File: src/rtl/mux_arb_pkg.sv
// rtl/mux_arb_pkg.sv - shared types and select constants for the packet-aware mux arbiter
// Contents:
//   arb_state_t  arbiter FSM state (IDLE, LOCK_A, LOCK_B)
//   SEL_A/SEL_B  mux select encodings (1 passes stream a, 0 passes stream b)
package mux_arb_pkg;

    typedef enum logic [1:0] {
        IDLE   = 2'd0,
        LOCK_A = 2'd1,
        LOCK_B = 2'd2
    } arb_state_t;

    localparam logic SEL_A = 1'b1;
    localparam logic SEL_B = 1'b0;

endpackage

File: src/rtl/mux_arb_skid.sv
// rtl/mux_arb_skid.sv - 2-entry skid buffer registering the arbiter output stream
// Ports:
//   clk, rst_n                          clock, asynchronous active-low reset
//   in_valid, in_data, in_last, in_ready    upstream beat interface
//   out_valid, out_data, out_last, out_ready downstream beat interface
// in_ready depends only on the occupancy register, so there is no combinational
// path from out_ready back to the upstream ready.
module mux_arb_skid #(
    parameter int W = 8
) (
    input  logic         clk,
    input  logic         rst_n,
    input  logic         in_valid,
    input  logic [W-1:0] in_data,
    input  logic         in_last,
    output logic         in_ready,
    output logic         out_valid,
    output logic [W-1:0] out_data,
    output logic         out_last,
    input  logic         out_ready
);

    logic [W:0] mem [2];
    logic       wr_ptr;
    logic       rd_ptr;
    logic [1:0] count;
    logic       push;
    logic       pop;

    assign in_ready  = (count != 2'd2);
    assign out_valid = (count != 2'd0);
    assign {out_last, out_data} = mem[rd_ptr];

    assign push = in_valid & in_ready;
    assign pop  = out_valid & out_ready;

    // Storage carries no reset; occupancy alone decides what is valid.
    always_ff @(posedge clk) begin
        if (push) begin
            mem[wr_ptr] <= {in_last, in_data};
        end
    end

    always_ff @(posedge clk or negedge rst_n) begin
        if (!rst_n) begin
            wr_ptr <= 1'b0;
            rd_ptr <= 1'b0;
            count  <= 2'd0;
        end else begin
            if (push) begin
                wr_ptr <= ~wr_ptr;
            end
            if (pop) begin
                rd_ptr <= ~rd_ptr;
            end
            count <= count + {1'b0, push} - {1'b0, pop};
        end
    end

endmodule

File: src/rtl/mux_arb.sv
// rtl/mux_arb.sv - packet-aware two-stream arbiter driving the 2:1 mux select
// Ports:
//   clk, rst_n                        clock, asynchronous active-low reset
//   a_valid, a_data, a_last, a_ready  stream a
//   b_valid, b_data, b_last, b_ready  stream b
//   o_valid, o_data, o_last, o_ready  muxed output stream
//   s                                 registered mux select, 1 = a, 0 = b
// Build option MUX_ARB_SKID_EN: registers the output through mux_arb_skid;
// otherwise the output path is combinational from the granted stream.
module mux_arb
    import mux_arb_pkg::*;
#(
    parameter int W = 8
) (
    input  logic         clk,
    input  logic         rst_n,
    input  logic         a_valid,
    input  logic [W-1:0] a_data,
    input  logic         a_last,
    output logic         a_ready,
    input  logic         b_valid,
    input  logic [W-1:0] b_data,
    input  logic         b_last,
    output logic         b_ready,
    output logic         o_valid,
    output logic [W-1:0] o_data,
    output logic         o_last,
    input  logic         o_ready,
    output logic         s
);

    arb_state_t   state;
    logic         prio;
    logic         sel_q;

    logic         up_valid;
    logic [W-1:0] up_data;
    logic         up_last;
    logic         up_ready;
    logic         pkt_end;

    assign s = sel_q;

    // In a LOCK state sel_q already points at the granted stream, so the data
    // mux can key off it directly; in IDLE it simply follows the held select.
    assign up_data = (sel_q == SEL_A) ? a_data : b_data;
    assign up_last = (sel_q == SEL_A) ? a_last : b_last;

    always_comb begin
        up_valid = 1'b0;
        case (state)
            LOCK_A:  up_valid = a_valid;
            LOCK_B:  up_valid = b_valid;
            default: up_valid = 1'b0;
        endcase
    end

    assign a_ready = (state == LOCK_A) & up_ready;
    assign b_ready = (state == LOCK_B) & up_ready;

    // Packet end is the handshake of the last beat on the arbiter side.
    assign pkt_end = up_valid & up_ready & up_last;

`ifdef MUX_ARB_SKID_EN
    mux_arb_skid #(
        .W(W)
    ) u_skid (
        .clk      (clk),
        .rst_n    (rst_n),
        .in_valid (up_valid),
        .in_data  (up_data),
        .in_last  (up_last),
        .in_ready (up_ready),
        .out_valid(o_valid),
        .out_data (o_data),
        .out_last (o_last),
        .out_ready(o_ready)
    );
`else
    assign up_ready = o_ready;
    assign o_valid  = up_valid;
    assign o_data   = up_data;
    assign o_last   = up_last;
`endif

    always_ff @(posedge clk or negedge rst_n) begin
        if (!rst_n) begin
            state <= IDLE;
            sel_q <= SEL_B;
            prio  <= 1'b1;
        end else begin
            case (state)
                IDLE: begin
                    if (a_valid && (!b_valid || prio)) begin
                        state <= LOCK_A;
                        sel_q <= SEL_A;
                    end else if (b_valid) begin
                        state <= LOCK_B;
                        sel_q <= SEL_B;
                    end
                end
                LOCK_A: begin
                    if (pkt_end) begin
                        state <= IDLE;
                        prio  <= 1'b0;
                    end
                end
                LOCK_B: begin
                    if (pkt_end) begin
                        state <= IDLE;
                        prio  <= 1'b1;
                    end
                end
                default: begin
                    state <= IDLE;
                end
            endcase
        end
    end

endmodule

File: config.mk
export PLATFORM = sky130hd
export DESIGN_NAME = mux_arb
export DESIGN_NICKNAME = d
export VERILOG_FILES = /design/src/rtl/mux_arb_pkg.sv /design/src/rtl/mux_arb_skid.sv /design/src/rtl/mux_arb.sv
export SDC_FILE = /design/constraint.sdc
export NUM_CORES = 1
export LEC_CHECK = 0
export CELL_PAD_IN_SITES_DETAIL_PLACEMENT = 0
export CELL_PAD_IN_SITES_GLOBAL_PLACEMENT = 1
export CORE_MARGIN = 1.5
export CORE_UTILIZATION = 18
export CTS_CLUSTER_SIZE = 8
export DETAILED_ROUTE_END_ITERATION = 10
export GPL_ROUTABILITY_DRIVEN = 0
export GPL_TIMING_DRIVEN = 0
export PLACE_DENSITY = 0.77
export SYNTH_ARGS = -nofsm -noshare
export SYNTH_HDL_FRONTEND = slang
export SYNTH_SLANG_ARGS = --single-unit
export TNS_END_PERCENT = 1
File: constraint.sdc
create_clock -name clk -period 1.7 [get_ports clk]
set_clock_uncertainty 0.15 [all_clocks]
set_input_delay 0.34 -clock clk [delete_from_list [all_inputs] [get_ports clk]]
set_output_delay 0.34 -clock clk [all_outputs]
set_load 0.02 [all_outputs]
== Yosys cells after proc, flatten, opt, wreduce, memory -nomap -nowiden ==
Cells that the tools add are included.

* Multiplexer cells: 12
* Equal/unequal tests: 6
* Bitwise gates (word level): 4
* Reductions and logical operators: 10

{| class="wikitable"
|+ Operators by type and width
! operator !! count
|-
| $mux 8 || 1
|-
| $mux 2 || 3
|-
| $mux 1 || 5
|-
| $and 1x1->1 || 4
|-
| $ne 2x2->1 const B || 2
|-
| $pmux 1 s2 || 2
|-
| $pmux 2 s2 || 1
|-
| $reduce_and 2->1 || 2
|-
| $reduce_bool 2->1 || 2
|-
| $ne 3x3->1 const B || 1
|-
| $reduce_and 3->1 || 1
|-
| $eq 2x1->1 const B || 1
|-
| $eq 2x2->1 const B || 1
|-
| $logic_not 2->1 || 1
|-
| $ne 2x1->1 const B || 1
|-
| $reduce_or 2->1 || 1
|-
| $logic_and 1x1->1 || 1
|-
| $logic_not 1->1 || 1
|-
| $logic_or 1x1->1 || 1
|}

* Input bits: 23
* Output and inout bits: 13
* Register bits: 4
* Word-level logic and storage cells: 35

== Longest topological paths before layout ==
Gate-level depths: netlist (run 1).

* Word-level depth: 6
* Gate-level depth with buffers: 6
* Gate-level depth less buffers: 6

== Worst setup path before layout (run 1) ==
Ideal clock, no wire load.

* Path type: register to register
* Start: register state[0]
* End: register prio
* Slack: 0.055 ns
* Cell stages (with the launch flop): 7
* Buffers on the path: 0
* Setup time: 0.079 ns
* Data required time: 1.471 ns
* Data arrival time: 1.416 ns
* Period minus slack after synthesis: 1.645 ns
* Cell sequence: dfrtp_1 -> inv_1 -> ha_1 -> inv_1 -> nor2_1 -> nand4_1 -> a22o_1

* Longest elaborated chain between the ends: 6
* Elaborated cells on any way between the ends: 10
* Those cells by class: eq/ne: 4; mux: 2; bitwise: 2; reduce/logical: 2

{| class="wikitable"
|+ Ends and longest elaborated chain
! what !! RTL line !! RTL
|-
| start: declaration || mux_arb.sv:32 || <nowiki>arb_state_t state;</nowiki>
|-
| start signal: assignment || mux_arb.sv:88 || <nowiki>state <= IDLE;</nowiki>
|-
| start signal: assignment || mux_arb.sv:95 || <nowiki>state <= LOCK_A;</nowiki>
|-
| start signal: assignment || mux_arb.sv:98 || <nowiki>state <= LOCK_B;</nowiki>
|-
| $eq 2x2->1 or $eq 2x1->1 (tied branches) || mux_arb.sv:51 || <nowiki>case (state)</nowiki>
|-
| $pmux 1 s2 (*) || mux_arb.sv:51 ||
|-
| named net o_valid || mux_arb.sv:25 || <nowiki>output logic o_valid,</nowiki>
|-
| $and 1x1->1 (*) (2 in a row) || mux_arb.sv:62 || <nowiki>assign pkt_end = up_valid & up_ready & up_last;</nowiki>
|-
| $ne 2x2->1 (no source line) || -- ||
|-
| $reduce_and 3->1 (no source line) (*) || -- ||
|-
| end signal: assignment || mux_arb.sv:90 || <nowiki>prio <= 1'b1;</nowiki>
|-
| end signal: assignment || mux_arb.sv:105 || <nowiki>prio <= 1'b0;</nowiki>
|-
| end signal: assignment || mux_arb.sv:111 || <nowiki>prio <= 1'b1;</nowiki>
|-
| end: declaration || mux_arb.sv:33 || <nowiki>logic prio;</nowiki>
|}

The timed path passes the listed nets; every way through them passes the cells marked *.
A chain may end at the register's enable or synchronous reset.

== Worst setup path after layout (run 1) ==
* Start: register state[1]
* End: output port o_valid

* Longest elaborated chain between the ends: 2
* Elaborated cells on any way between the ends: 3
* Those cells by class: eq/ne: 2; mux: 1

{| class="wikitable"
|+ Ends and longest elaborated chain
! what !! RTL line
|-
| $eq 2x2->1 or $eq 2x1->1 (tied branches) || mux_arb.sv:51
|-
| $pmux 1 s2 (*) || mux_arb.sv:51
|-
| end: declaration || mux_arb.sv:25
|}

Mark *: on every way between the ends. The rest lies on a longest branch, timed or not.

==> results.md, run 1 <==
Floorplan:
- Once the floorplan was initialized, standard cells occupied a little under a fifth of the core.
- The floorplan core area is 0.00217 mm².
- For this design the top-level I/O count stands at 36.
- The die boundary height is 50.5 µm.
- The floorplan row count is 17.
- The die area is 0.00255 mm².
- In this run the horizontal extent of the chip is 50.5 µm.

Final layout:
- The repair_antennas step left the layout with diodes totalling 0.
- The filler-free cell count of the finished design is 111.
- The net count of the finished layout is 110.
- In the final layout, the share of cells above drive strength 1 is ~48%.
- The layout-stage area growth over the synthesis result is 112%.
- The final instance area is 863 µm².

Status:
- The flow ran to the end, but the final reports show violations.
- The checks that failed: setup timing.

Worst setup path:
- Data arrives at the worst endpoint at 1300 ps.
- The worst setup path category is flip-flop to primary output.
- The reg-to-reg critical path endpoint is state[1]$_DFFE_PN0P_.
- The number of cells on the worst reg-to-reg path is 5.
- The data required time of the critical path is around 1200 ps.
- The worst setup path is captured at a primary output.
- The startpoint of the most critical register-to-register path is state[0]$_DFFE_PN0P_.
- The highest fanout seen on the critical path is 4.
- The nature of the critical path startpoint is a flip-flop.
- The slack of the worst reg-to-reg path is roughly 50 ps.

Run:
- The tool flagged a number of max-cap violations equal to 0.

Yosys:
- Each instance of the synthesized netlist takes up on average 9.92 µm².
- Summing the sequential cell areas from Yosys gives 24.9% of the chip area.
- Synthesis handed over a netlist of 41 instances.
- The Yosys step of the flow raised 0 warnings.
- The number of distinct library cells after synthesis is 24.
- In this run the cell area of the synthesized design comes to approximately 400 µm².
- The total of flip-flops plus latches after synthesis is 4.
- Counting every net in the synthesized netlist gives 67.

Placement:
- The instance area after placement is 792 µm².
- The number of I/O port buffers is 35.
- The number of placed instances, taps included, is about 100.
- The placed wire-length estimate after detailed placement is approximately 950 µm.

Routing:
- The routed length per instance is 10.3 µm.
- In this run the remaining antenna-violating nets after routing total 0.
- The number of DRC violations after detailed routing is 0.
- The number of vias in the routed layout is ~490.
- The first detailed-routing pass ran for 4 iterations.
- Using the TritonRoute via totals, the vias-per-cell ratio works out to roughly 4.4.
- The detailed router finished its first iteration with 3 violations.
- The aggregate routed wire length is around 1.1 mm.

STA:
- The final max-slew violation count is 0.
- The achievable clock frequency is 558 MHz.
- The worst pin sits at a relative slew slack of 84.2%.
- The portion of the clock cycle consumed by the worst path in the final layout is 105%.
- Subtracting the final worst setup slack from the clock period gives around 1800 ps.
- The final number of hold-violating endpoints is 0.
- The final setup violation count is 10.
- Setup repair after global routing could not meet its margin everywhere.
- The least setup slack across all paths after layout is -91.4 ps.
- The transition time at the pin with the least slew margin is roughly 240 ps.

Clock network:
- The clock transition at the registers of the reported paths is 40 ps.
- The cell chosen for the clock root is sky130_fd_sc_hd__clkbuf_4.
- In this run, post-CTS hold repair placed 0 buffers.
- CTS built an H-tree with a depth of 1.
- The number of clock sinks seen by CTS is 4.
- The TritonCTS clock tree is done.
- The insertion delay of the later-clocked pin in the worst-skew pair is 230 ps.
- No sink is reached through more buffers than the 2 on the longest clock path.
- Buffers inserted during clock tree synthesis total 3.

Hold path:
- The worst hold path class is primary input to async pin.

Power and ir drop:
- The ratio of total power to cell area is between 1000 and 1500 mW/mm².
- The leakage component of the power is ~0.37 nW.
- The worst-case IR drop observed on VDD is about 0.57 mV.

Global route:
- The number of global-route vias before repair is a little under 500.
- The overall overflow remaining after global route is 0.
- For this run, the total global-route usage over all layers was measured as around a tenth.
- Entering global routing, the biggest net connects 6 pins.
- The number of antenna violations at the first check in global routing is 0.
- The first-pass GRT wire length is ~1.8 mm.
## worst max-delay path, stage by stage (launching register included)
cell                      delay [ps]
sky130_fd_sc_hd__dfrtp_1         390
sky130_fd_sc_hd__inv_2            90
sky130_fd_sc_hd__ha_4            180
sky130_fd_sc_hd__a22oi_4         210
sky130_fd_sc_hd__nor2_4           70
sky130_fd_sc_hd__buf_6           130
## cells by family after synthesis
group / after synthesis / synth area share, %
AO/OA/AOI/OAI: 11 / 21.5
AND/OR/NAND/NOR: 9 / 12.0
adder cells (fa/ha/maj): 3 / 9.23
buffers and inverters: 5 / 6.46
multiplexers: 9 / 25.8
flip-flops: 4 / 24.9
## per-layer routing
layer,vias to the layer above,routed length (µm),share of wire [%],GRT usage [%]
met2,31,552,48,16.4
li1,236,-,-,-
met3,2,136,12,3.87
met5,-,0,0,0
met4,0,14,1.2,8.11
met1,217,440,38,9.47
## cell usage in the layout (no fill, tap or decap), types with 2 or more instances in the layout
cell type and n:
sky130_fd_sc_hd__clkdlybuf4s50_1 20, sky130_fd_sc_hd__buf_4 2, sky130_fd_sc_hd__buf_6 7, sky130_fd_sc_hd__dfrtp_1 3, sky130_fd_sc_hd__clkbuf_4 3, sky130_fd_sc_hd__dlygate4sd2_1 3, sky130_fd_sc_hd__o21ai_0 2, sky130_fd_sc_hd__mux2_2 7
sky130_fd_sc_hd__o22ai_1 2, sky130_fd_sc_hd__mux2_4 2, sky130_fd_sc_hd__buf_2 7, sky130_fd_sc_hd__inv_2 3, sky130_fd_sc_hd__ha_4 3
## final cells by class
type	count	area, µm²
buffer	1	11.3
clock buffer	4	26.3
fill	233	1310
inverter	4	15.0
multi-input combinational	32	330
sequential	4	101
tap	28	35.0
timing repair buffer	38	344
## timing repair
action	4_1_cts	5_1_grt
gates cloned	1	0
pin swaps	2	1
endpoints found under the setup margin	13	14
resized for setup	66	9
buffers inserted	1	1
## cell usage after synthesis, drive strengths merged
cell type	instances	area share [%]
buf	1	2.8
dfstp	1	6.5
inv	4	3.7
a21oi	1	1.2
and2	2	3.1
a22oi	1	5.2
o22ai	2	3.1
o21a	1	1.8
a31oi	1	1.5
mux2	9	26
o21ai	2	2.5
a32oi	1	2.2
nand4	1	1.5
nand3	1	1.2
a22o	1	2.2
ha	3	9.2
dfrtp	3	18
nor2	1	0.92
nor3	1	1.2
or2	1	1.5
o211ai	1	1.8
nand2	2	2.5
## report_power, final
| part | leakage, nW | internal [mW] | total, mW | switching, mW |
|---|---|---|---|---|
| registers | 0.0483 | 0.141 | 0.183 | 0.0418 |
| clock network | 0.0150 | 0.0881 | 0.127 | 0.0386 |
| logic | 0.303 | 0.485 | 0.922 | 0.437 |
| total | 0.366 | 0.714 | 1.23 | 0.517 |
## worst max-delay path by stage
| stage | slack (ps) | to | cells past startpoint | start |
|---|---|---|---|---|
| floorplan | 60 | prio$_DFFE_PN1P_ | 6 | state[0]$_DFFE_PN0P_ |
| global placement | -600 | o_valid | 4 | a_valid |
| detailed placement | -600 | o_valid | 4 | a_valid |
| CTS | -80 | o_valid | 5 | state[1]$_DFFE_PN0P_ |
| global route | -150 | o_valid | 5 | state[1]$_DFFE_PN0P_ |
| finish | -90 | o_valid | 5 | state[1]$_DFFE_PN0P_ |
## state kept, by name, indices dropped and copies added, names as in the netlist
register and count:
prio 1, s 1, state 2
## per-stage QoR
stage          setup slack [ps]  utilization [%]  setup TNS [ps]  total power [mW]  hold slack [ps]
2_1_floorplan              55.3                -               0             0.688             -106
3_3_place_gp               -600             36.5           -4290             0.978              405
3_5_place_dp               -600             36.5           -4420             0.989              408
4_1_cts                   -80.7             38.1            -548              1.19              154
5_1_grt                    -148             39.8           -1050              1.33              149
6_report                  -91.4             39.8            -347              1.23              157
Power figures use the tool's default switching activity.
==> inputs of run 2 (changes only) <==
--- a/config.mk
+++ b/config.mk
@@ -13,6 +13,7 @@
 export DETAILED_ROUTE_END_ITERATION = 10
 export GPL_ROUTABILITY_DRIVEN = 0
 export GPL_TIMING_DRIVEN = 0
+export MAX_ROUTING_LAYER = met4
 export PLACE_DENSITY = 0.77
 export SYNTH_ARGS = -nofsm -noshare
 export SYNTH_HDL_FRONTEND = slang
==> run 2 against run 1 <==
The flow still finishes with violations (setup timing). Register-to-register slack hardly changed. Utilization stayed put. Setup slack hardly changed. Clock-buffer cell count stayed put. Largest cell class unchanged. Routed wire length is 0.26% lower. Critical path type unchanged. Design area stayed put. Cell count stayed put. Highest routed layer unchanged.
==> results.md, run 2 (same netlist as run 1, synthesis figures left out) <==
Status:
- The run finished, with violations left.
- The final reports fail on setup timing.

Clock network:
- The total number of H-tree levels is 1 (unchanged).
- TritonCTS built the clock tree.
- The clock tree buffer depth was 2 (unchanged).
- The count of hold buffers inserted by post-cts repair is 0 (unchanged).
- The insertion delay of the later-clocked pin in the worst-skew pair is 230 ps (about the same).
- The number of clock sinks seen by CTS was 4 (unchanged).
- The cell chosen for the clock root is sky130_fd_sc_hd__clkbuf_4.
- The number of buffers created by CTS is 3 (unchanged).
- The clock transition at the registers of the reported paths came to 40 ps (about the same).

Power and ir drop:
- The leakage component of the power is 0.366 nW (unchanged).
- The ratio of total power to cell area was 1430 mW/mm² (about the same).
- The post-layout total power is 1.23 mW (about the same).
- The worst IR drop on VDD was 0.573 mV (+0.11%).

Worst setup path:
- STA classifies the critical path endpoint as a primary output.
- The nature of the critical path startpoint is a flip-flop.
- The data required time of the critical path came to 1210 ps (about the same).
- The startpoint of the most critical register-to-register path is state[0]$_DFFE_PN0P_.
- The worst setup path category is flip-flop to primary output.
- The highest fanout seen on the critical path is 4 (unchanged).
- The data arrival time of the critical path is 1300 ps (about the same).
- The critical path starts at state[1]$_DFFE_PN0P_.

STA:
- The portion of the clock cycle consumed by the worst path in the final layout is 105% (about the same).
- The achievable clock frequency came to 558 MHz (about the same).
- The worst relative slew slack is 84.2% (unchanged).
- The summed negative setup slack over all endpoints came to -351 ps (-3.99 ps).
- The final period demand of the worst path is 1790 ps (+0.397 ps).
- The least setup slack across all paths after layout was -91.8 ps (-0.397 ps).
- Setup repair after global routing could not meet its margin everywhere.
- The transition time at the pin with the least slew margin was 237 ps (unchanged).
- The final number of hold-violating endpoints is 0 (unchanged).
- The final setup violation count is 10 (unchanged).
- The final max-slew violation count came to 0 (unchanged).

Routing:
- The number of DRC violations after detailed routing was 0 (unchanged).
- The iteration count of the initial detailed-routing pass is 4 (unchanged).
- The number of vias in the routed layout was 484 (-0.41%).
- The number of antenna-violating nets in the routed design is 0 (unchanged).
- The starting DRC count in detailed routing was 3 (unchanged).
- The routed length per instance is 10.3 µm (-0.26%).
- The aggregate routed wire length is 1.14 mm (-0.26%).
- The detail-routed via count per cell was 4.36 (-0.41%).

Global route:
- The number of antenna violations at the first check in global routing is 0 (unchanged).
- The overall overflow remaining after global route is 0 (unchanged).
- The global-route usage over all layers is 10.1% (+0.26 points).
- The first-pass GRT wire length is 1.83 mm (unchanged).
- The number of global-route vias before repair is 493 (unchanged).
- The largest net degree at the start of global routing is 6 (unchanged).

Floorplan:
- The starting utilization of the core area is 18.7% (unchanged).
- The floorplan row count is 17 (unchanged).
- The die area came to 0.00255 mm² (unchanged).
- The die boundary height came to 50.5 µm (unchanged).
- The width of the chip is 50.5 µm (unchanged).
- The number of top-level pins is 36 (unchanged).
- The floorplan core area is 0.00217 mm² (unchanged).

Final layout:
- The net count of the finished layout is 110 (unchanged).
- The number of flip-flops in the largest register was 2 (unchanged).
- The filler-free cell count of the finished design was 111 (unchanged).
- The top register by number of flip-flops is state.
- The diode insertion count for antenna repair was 0 (unchanged).
- Leaving out fill and tap cells, the most frequent cell in the layout is sky130_fd_sc_hd__clkdlybuf4s50_1.
- The layout-stage area growth over the synthesis result is 112% (unchanged).
- Leaving out fill and tap cells, the most frequent cells in the layout are sky130_fd_sc_hd__clkdlybuf4s50_1, sky130_fd_sc_hd__buf_6, sky130_fd_sc_hd__mux2_2, sky130_fd_sc_hd__buf_2.
- The share of final-layout standard cells stronger than drive strength 1 is 48.2% (unchanged).

Placement:
- The post-placement setup slack was -600 ps (unchanged).
- The number of I/O port buffers is 35 (unchanged).
- The number of cells in the design after placement is 104 (unchanged).
- The placed wire-length estimate after detailed placement is 953 µm (unchanged).

Hold path:
- The worst hold path class is primary input to async pin.

Run:
- The count of maximum capacitance violations is 0 (unchanged).
-- run 2: cell counts in the layout (fill, tap and decap cells not counted) --
Identical to the previous run, type by type.
-- run 2: cell type report --
type	count	area (µm²)
multi-input combinational	32	330
sequential	4	101
tap	28	35.0
inverter	4	15.0
clock buffer	4	26.3
fill	233	1310
buffer	1	11.3
timing repair buffer	38	344
-- run 2: routing by layer --
layer / global-route usage, % / vias up / part of all wire, %
li1: - / 235 / -
met5: - / - / 0
met1: 10.0 / 216 / 40
met2: 16.4 / 31 / 48
met3: 2.98 / 2 / 11
met4: 8.11 / 0 / 0.96
-- run 2: critical path, cell delays in order (launching register included) --
cell                      delay [ps]
sky130_fd_sc_hd__dfrtp_1         390
sky130_fd_sc_hd__inv_2            90
sky130_fd_sc_hd__ha_4            180
sky130_fd_sc_hd__a22oi_4         210
sky130_fd_sc_hd__nor2_4           70
sky130_fd_sc_hd__buf_6           130
-- run 2: timing repair --
action	4_1_cts	5_1_grt
resized for setup	66	9
cloned	1	0
pin swaps	2	1
endpoints found under the setup margin	13	14
setup buffers	1	1
-- run 2: worst paths after layout --
kind,to,slack (ps),cells past startpoint
max in group asynchronous,prio$_DFFE_PN1P_,1000,1
hold reg to reg,s$_DFFE_PN0P_,410,2
hold / removal,state[1]$_DFFE_PN0P_,160,1
min in group clk,s$_DFFE_PN0P_,410,2
setup / recovery,o_valid,-90,5
setup reg to reg,state[1]$_DFFE_PN0P_,50,5
-- run 2: report_power, final --
| group | internal, mW | switching (mW) | total, mW | leakage (nW) |
|---|---|---|---|---|
| Clock | 0.0881 | 0.0388 | 0.127 | 0.0150 |
| Combinational | 0.485 | 0.437 | 0.922 | 0.303 |
| Sequential | 0.141 | 0.0418 | 0.183 | 0.0483 |
-- run 2: per-stage QoR --
stage	hold slack [ps]	cell area, µm²	utilization [%]
floorplan	-106	407	-
global route	149	863	39.8
detailed placement	408	792	36.5
finish	157	863	39.8
global placement	405	792	36.5
CTS	154	827	38.1
==> inputs of run 3 (changes only) <==
==> constraint.sdc (replaced) <==
create_clock -name clk -period 1.7 [get_ports clk]
set_clock_uncertainty 0.15 [all_clocks]
set_input_delay 0.34 -clock clk [delete_from_list [all_inputs] [get_ports clk]]
set_output_delay 0.34 -clock clk [all_outputs]
set_load 0.005 [all_outputs]
==> run 3 against run 2 <==
The flow still finishes with violations (setup timing). Clock-buffer cell count stayed put. Cell count is 12% higher. Sequential share of layout area is 1.8 points lower. Power is 21% higher. Die area stayed put. Design area is 18% higher. Setup slack worse by 20 ps. Combinational power is 29% higher. Critical path depth is 1 lower. Flip-flop and latch count stayed put. Global-route usage is 2.5 points higher. Largest cell class unchanged.
==> results.md, run 3 (same netlist as run 1, synthesis figures left out) <==
Status:
- The flow ran to the end, but the final reports show violations.
- The checks that failed: setup timing.

Floorplan:
- The die area is 0.00255 mm² (unchanged).
- The floorplan row count is 17 (unchanged).
- The starting utilization of the core area is 18.7% (unchanged).
- The number of top-level pins is 36 (unchanged).
- The width of the chip is 50.5 µm (unchanged).
- The floorplan core area is 0.00217 mm² (unchanged).
- The die boundary height was 50.5 µm (unchanged).

Placement:
- The number of I/O port buffers is 35 (unchanged).
- The instance area after placement is 792 µm² (unchanged).
- The placed wire-length estimate after detailed placement is 953 µm (unchanged).

STA:
- The achievable clock frequency is 552 MHz (-1.1%).
- Setup repair after global routing could not meet its margin everywhere.
- The transition time at the pin with the least slew margin is 249 ps (+11.6 ps).
- The final number of hold-violating endpoints is 0 (unchanged).
- The final period demand of the worst path is 1810 ps (+19.7 ps).
- The portion of the clock cycle consumed by the worst path in the final layout is 107% (+1.2 points).
- The least setup slack across all paths after layout came to -111 ps (-19.7 ps).
- The worst relative slew slack is 83.4% (-0.78 points).
- The final max-slew violation count was 0 (unchanged).
- The final setup violation count was 12 (+2).
- The summed negative setup slack over all endpoints is -806 ps (-455 ps).

Clock network:
- The total number of H-tree levels is 1 (unchanged).
- CTS placed an instance of sky130_fd_sc_hd__clkbuf_4 at the clock tree root.
- The number of clock sinks seen by CTS is 4 (unchanged).
- The number of buffers created by CTS was 3 (unchanged).
- The TritonCTS clock tree is done.
- The count of hold buffers inserted by post-cts repair was 0 (unchanged).
- The insertion delay of the later-clocked pin in the worst-skew pair is 230 ps (about the same).
- The clock tree buffer depth came to 2 (unchanged).
- The clock transition at the registers of the reported paths is 40 ps (about the same).

Power and ir drop:
- The switching fraction of total power was 34.1% (-8.0 points).
- The clock group share of total power came to 8.5% (-1.8 points).
- The net switching power came to 509 µW (-1.6%).
- The ratio of total power to cell area is 1460 mW/mm² (+2.6%).
- The post-layout total power is 1.50 mW (+21%).
- The power share of the combinational group is 79.6% (+4.8 points).
- The worst IR drop on VDD is 0.661 mV (+15%).
- The internal power contribution was 987 µW (+38%).
- The share of total power in sequential cells is 11.9% (-3.0 points).
- The leakage component of the power is 0.465 nW (+27%).

Worst setup path:
- The startpoint of the most critical register-to-register path is state[0]$_DFFE_PN0P_.
- The highest fanout seen on the critical path is 5 (+1).
- STA classifies the critical path startpoint as a flip-flop.
- STA classifies the critical path endpoint as a primary output.
- The data required time of the critical path came to 1210 ps (about the same).
- The endpoint identified for the worst register-to-register timing path is state[1]$_DFFE_PN0P_.
- The data arrival time of the critical path came to 1320 ps (+20 ps).
- The slack of the worst reg-to-reg path is 0 ps (-50 ps).
- The critical path in this run is classified as flip-flop to primary output.
- The worst reg2reg path depth is 6 (+1).

Global route:
- The largest net degree at the start of global routing came to 6 (unchanged).
- The number of antenna violations at the first check in global routing is 0 (unchanged).
- The number of global-route vias before repair is 584 (+18%).
- The global-route usage over all layers came to 12.6% (+2.5 points).
- The overall overflow remaining after global route is 0 (unchanged).
- The first-pass GRT wire length came to 2.26 mm (+24%).

Final layout:
- The commonest non-fill, non-tap cell in the layout is sky130_fd_sc_hd__clkdlybuf4s50_1.
- In the layout the commonest cells are sky130_fd_sc_hd__clkdlybuf4s50_1, sky130_fd_sc_hd__buf_6, sky130_fd_sc_hd__mux2_4, sky130_fd_sc_hd__buf_4, sky130_fd_sc_hd__buf_2.
- The net count of the finished layout is 123 (+12%).
- The final instance area was 0.00102 mm² (+18%).
- The share of final-layout standard cells stronger than drive strength 1 is 54.2% (+6.0 points).
- From synthesis to final layout, the design area changed by 151%.
- The number of flip-flops in the largest register is 2 (unchanged).
- state holds more flip-flops than any other register.
- The diode insertion count for antenna repair is 0 (unchanged).
- The filler cell count is 217 (-6.9%).

Routing:
- The number of DRC violations after detailed routing came to 0 (unchanged).
- The number of vias in the routed layout came to 548 (+13%).
- The routed length per instance is 11.4 µm (+11%).
- The aggregate routed wire length is 1.41 mm (+24%).
- The number of antenna-violating nets in the routed design came to 0 (unchanged).
- The detail-routed via count per cell came to 4.42 (+1.4%).
- The starting DRC count in detailed routing came to 4 (+1).
- The iteration count of the initial detailed-routing pass was 3 (-1).

Hold path:
- The worst hold path class is primary input to async pin.

Run:
- The count of maximum capacitance violations was 0 (unchanged).
-- run 3: cell count changes in the layout (fill, tap and decap cells not counted), moves of 3 or more --
cell	previous run	this run
sky130_fd_sc_hd__mux2_2	7	2
sky130_fd_sc_hd__mux2_4	2	7
sky130_fd_sc_hd__buf_4	2	7
sky130_fd_sc_hd__buf_2	7	4
sky130_fd_sc_hd__buf_6	7	17
-- run 3: timing repair --
| action | CTS | global route |
|---|---|---|
| buffers inserted | 13 | 2 |
| cloned | 1 | 0 |
| endpoints found under the hold margin | 0 | 0 |
| resized for setup | 74 | 8 |
| pin swaps | 5 | 2 |
| setup endpoints to repair | 12 | 15 |
-- run 3: routing by layer --
| layer | wire, µm | part of all wire, % | up-vias | global-route usage, % |
|---|---|---|---|---|
| li1 | - | - | 265 | - |
| met1 | 538 | 38 | 250 | 11.7 |
| met2 | 744 | 53 | 31 | 22.6 |
| met3 | 116 | 8.2 | 2 | 3.57 |
| met4 | 11 | 0.78 | 0 | 8.11 |
| met5 | 0 | 0 | - | - |
-- run 3: power groups by stage --
stage / logic, mW / registers, mW / clock network, mW
2_1_floorplan: 0.413 / 0.163 / 0
3_3_place_gp: 0.704 / 0.164 / 0
3_5_place_dp: 0.711 / 0.168 / 0
4_1_cts: 1.07 / 0.175 / 0.134
5_1_grt: 1.28 / 0.183 / 0.146
6_report: 1.19 / 0.178 / 0.127
-- run 3: layout make-up --
class                           count  area, µm²  share of cell area [%]
Buffer                              1       11.3                    1.10
Clock buffer                        4       26.3                    2.57
Inverter                            4       17.5                    1.71
Multi-Input combinational cell     32        347                    33.9
Sequential cell                     4        101                    9.91
Tap cell                           28       35.0                    3.43
Timing Repair Buffer               51        484                    47.4
-- run 3: how the worst max path moves through the flow --
stage / start / endpoint / slack (ps) / cells past startpoint
final: s$_DFFE_PN0P_ / o_data[3] / -110 / 4
after global routing: state[0]$_DFFE_PN0P_ / o_valid / -170 / 6
after CTS: s$_DFFE_PN0P_ / o_data[1] / -100 / 4
after detailed placement: a_valid / o_valid / -500 / 4
after global placement: a_valid / o_valid / -500 / 4
after floorplan: state[0]$_DFFE_PN0P_ / state[0]$_DFFE_PN0P_ / 140 / 5
-- run 3: worst max-delay path, stage by stage (launching register included) --
cell and delay, ps:
sky130_fd_sc_hd__dfrtp_1 410, sky130_fd_sc_hd__buf_6 160, sky130_fd_sc_hd__buf_6 110, sky130_fd_sc_hd__mux2_4 290, sky130_fd_sc_hd__buf_6 120
-- run 3: metrics by stage --
stage | instances | setup slack (ps) | hold slack, ps | utilization [%]
after floorplan | 41 | 137 | -106 | -
after global placement | 104 | -497 | 405 | 36.5
after detailed placement | 104 | -496 | 408 | 36.5
after CTS | 122 | -103 | 154 | 45.2
after global routing | 124 | -168 | 149 | 47.1
final | 124 | -111 | 156 | 47.1
==> patch (config.mk and constraints of run 3) <==
`W`: 8 -> 7.
--- a/src/rtl/mux_arb.sv
+++ b/src/rtl/mux_arb.sv
@@ -11,5 +11,5 @@
     import mux_arb_pkg::*;
 #(
-    parameter int W = 8
+    parameter int W = 7
 ) (
     input  logic         clk,
Ports: changed (resized a_data, b_data and o_data); port bits go from 36 to 33. No check against the original RTL was run, so the function may have changed too.
==> patch against run 3 <==
The run still ends with setup timing left; wire length fell by 8.4%; area after synthesis down 2.8%; power is 10% lower; critical path type unchanged; synthesized cell count shrank 2.4%; first-iteration DRC count decreased by 75%; worst setup slack improved by 17 ps; worst hold slack hardly changed; count of clock-buffer cells in the layout did not move; core utilization hardly changed; cell area is 6.7% lower; sequential cell count unchanged.
==> patch: results (changes against run 3) <==
* Status: complete, but fails checks
* Failing checks: setup timing
* Routed len/inst at 11.1 µm (-2.0%)
* Post-synth top cells: mux2_2, inv_1, dfrtp_1, ha_1
* Post-CTS Setup Bufs at 12 (-1)
* Met1 wire length at 468 µm (-13%)
* GR Util met2 at 22.7% (+0.079 points)
* Total track usage at 11.9% (-0.73 points)
* Synth top area cells: mux2_2, dfrtp_1, ha_1
* Final Setup Violations at 4 (-8)
* Post-synthesis sequential area ratio at 25.6% (+0.71 points)
* Placed Cells at 99 (-4.8%)
* Drt pass-1 iters at 4 (+1)
* Filler cells at 200 (-7.8%)
* Peak VDD IR at 0.000629 V (-4.9%)
* Initial DRC count at 1 (-3)
* Routed vias at 498 (-9.1%)
* Static Leakage at 0.435 nW (-6.5%)
* Post-synthesis cell count at 40 (-2.4%)
* Worst setup margin at -94.2 ps (+17.2 ps)
* First-pass GRT wire length at 2.12 mm (-6.4%)
* Final nets at 114 (-7.3%)
* DP Wirelength at 923 µm (-3.2%)
* Slew headroom at 83.9% (+0.51 points)
* Post_cts resized at 55 (-26%)
* Met2 wire len at 719 µm (-3.4%)
* DR WL met3 at 99 µm (-15%)
* Number of global-route vias before repair at 570 (-2.4%)
==> patch: changes by cell type in the layout (fill, tap and decap cells not counted), sizes merged <==
cell           delta
clkbuf            +5
clkdlybuf4s50     +1
mux2              -1
buf               -9
clkdlybuf4s15     -1
dlygate4sd2       -2
==> patch: cell families (layout without fill, tap and decap cells) <==
logic type	count (synthesis)	in the layout	synth area share (%)
AOI/OAI and AO/OA	11	11	22.2
and+or+nand+nor	9	9	12.3
muxes	8	8	23.7
buffers and inverters	5	54	6.64
DFF	4	4	25.6
adders and majority gates	3	3	9.49
==> patch: per-stage QoR <==
stage | total power [mW] | cell area (µm²) | worst slack [ps] | hold slack, ps
final | 1.34 | 953 | -94.2 | 156
after global routing | 1.45 | 953 | -173 | 151
after CTS | 1.29 | 937 | -98.2 | 155
after detailed placement | 0.843 | 749 | -490 | 411
after global placement | 0.837 | 749 | -502 | 407
after floorplan | 0.562 | 395 | 137 | -106
==> patch: where the power goes <==
group / leakage, nW / switching (mW) / total (mW) / internal (mW)
logic: 0.372 / 0.391 / 1.04 / 0.649
clock network: 0.0150 / 0.0385 / 0.127 / 0.0880
registers: 0.0483 / 0.0343 / 0.176 / 0.141
==> patch: path summary, 6_finish.rpt <==
kind	start	end	slack, ps	cells after the start
min in group clk	prio	s	410	2
max in group asynchronous	rst_n	prio	1000	1
worst max register to register	state[0]	state[0]	-10	6
worst max-delay path	s	o_data[2]	-90	4
worst min register to register	prio	s	410	2
worst min-delay path	rst_n	state[0]	160	1
==> patch: area by class of cell <==
type,instances,area share (%)
Buffer,1,1.18
Clock buffer,4,2.76
Inverter,4,1.84
Multi-Input combinational cell,31,36.4
Sequential cell,4,10.6
Tap cell,27,3.54
Timing Repair Buffer,45,43.7
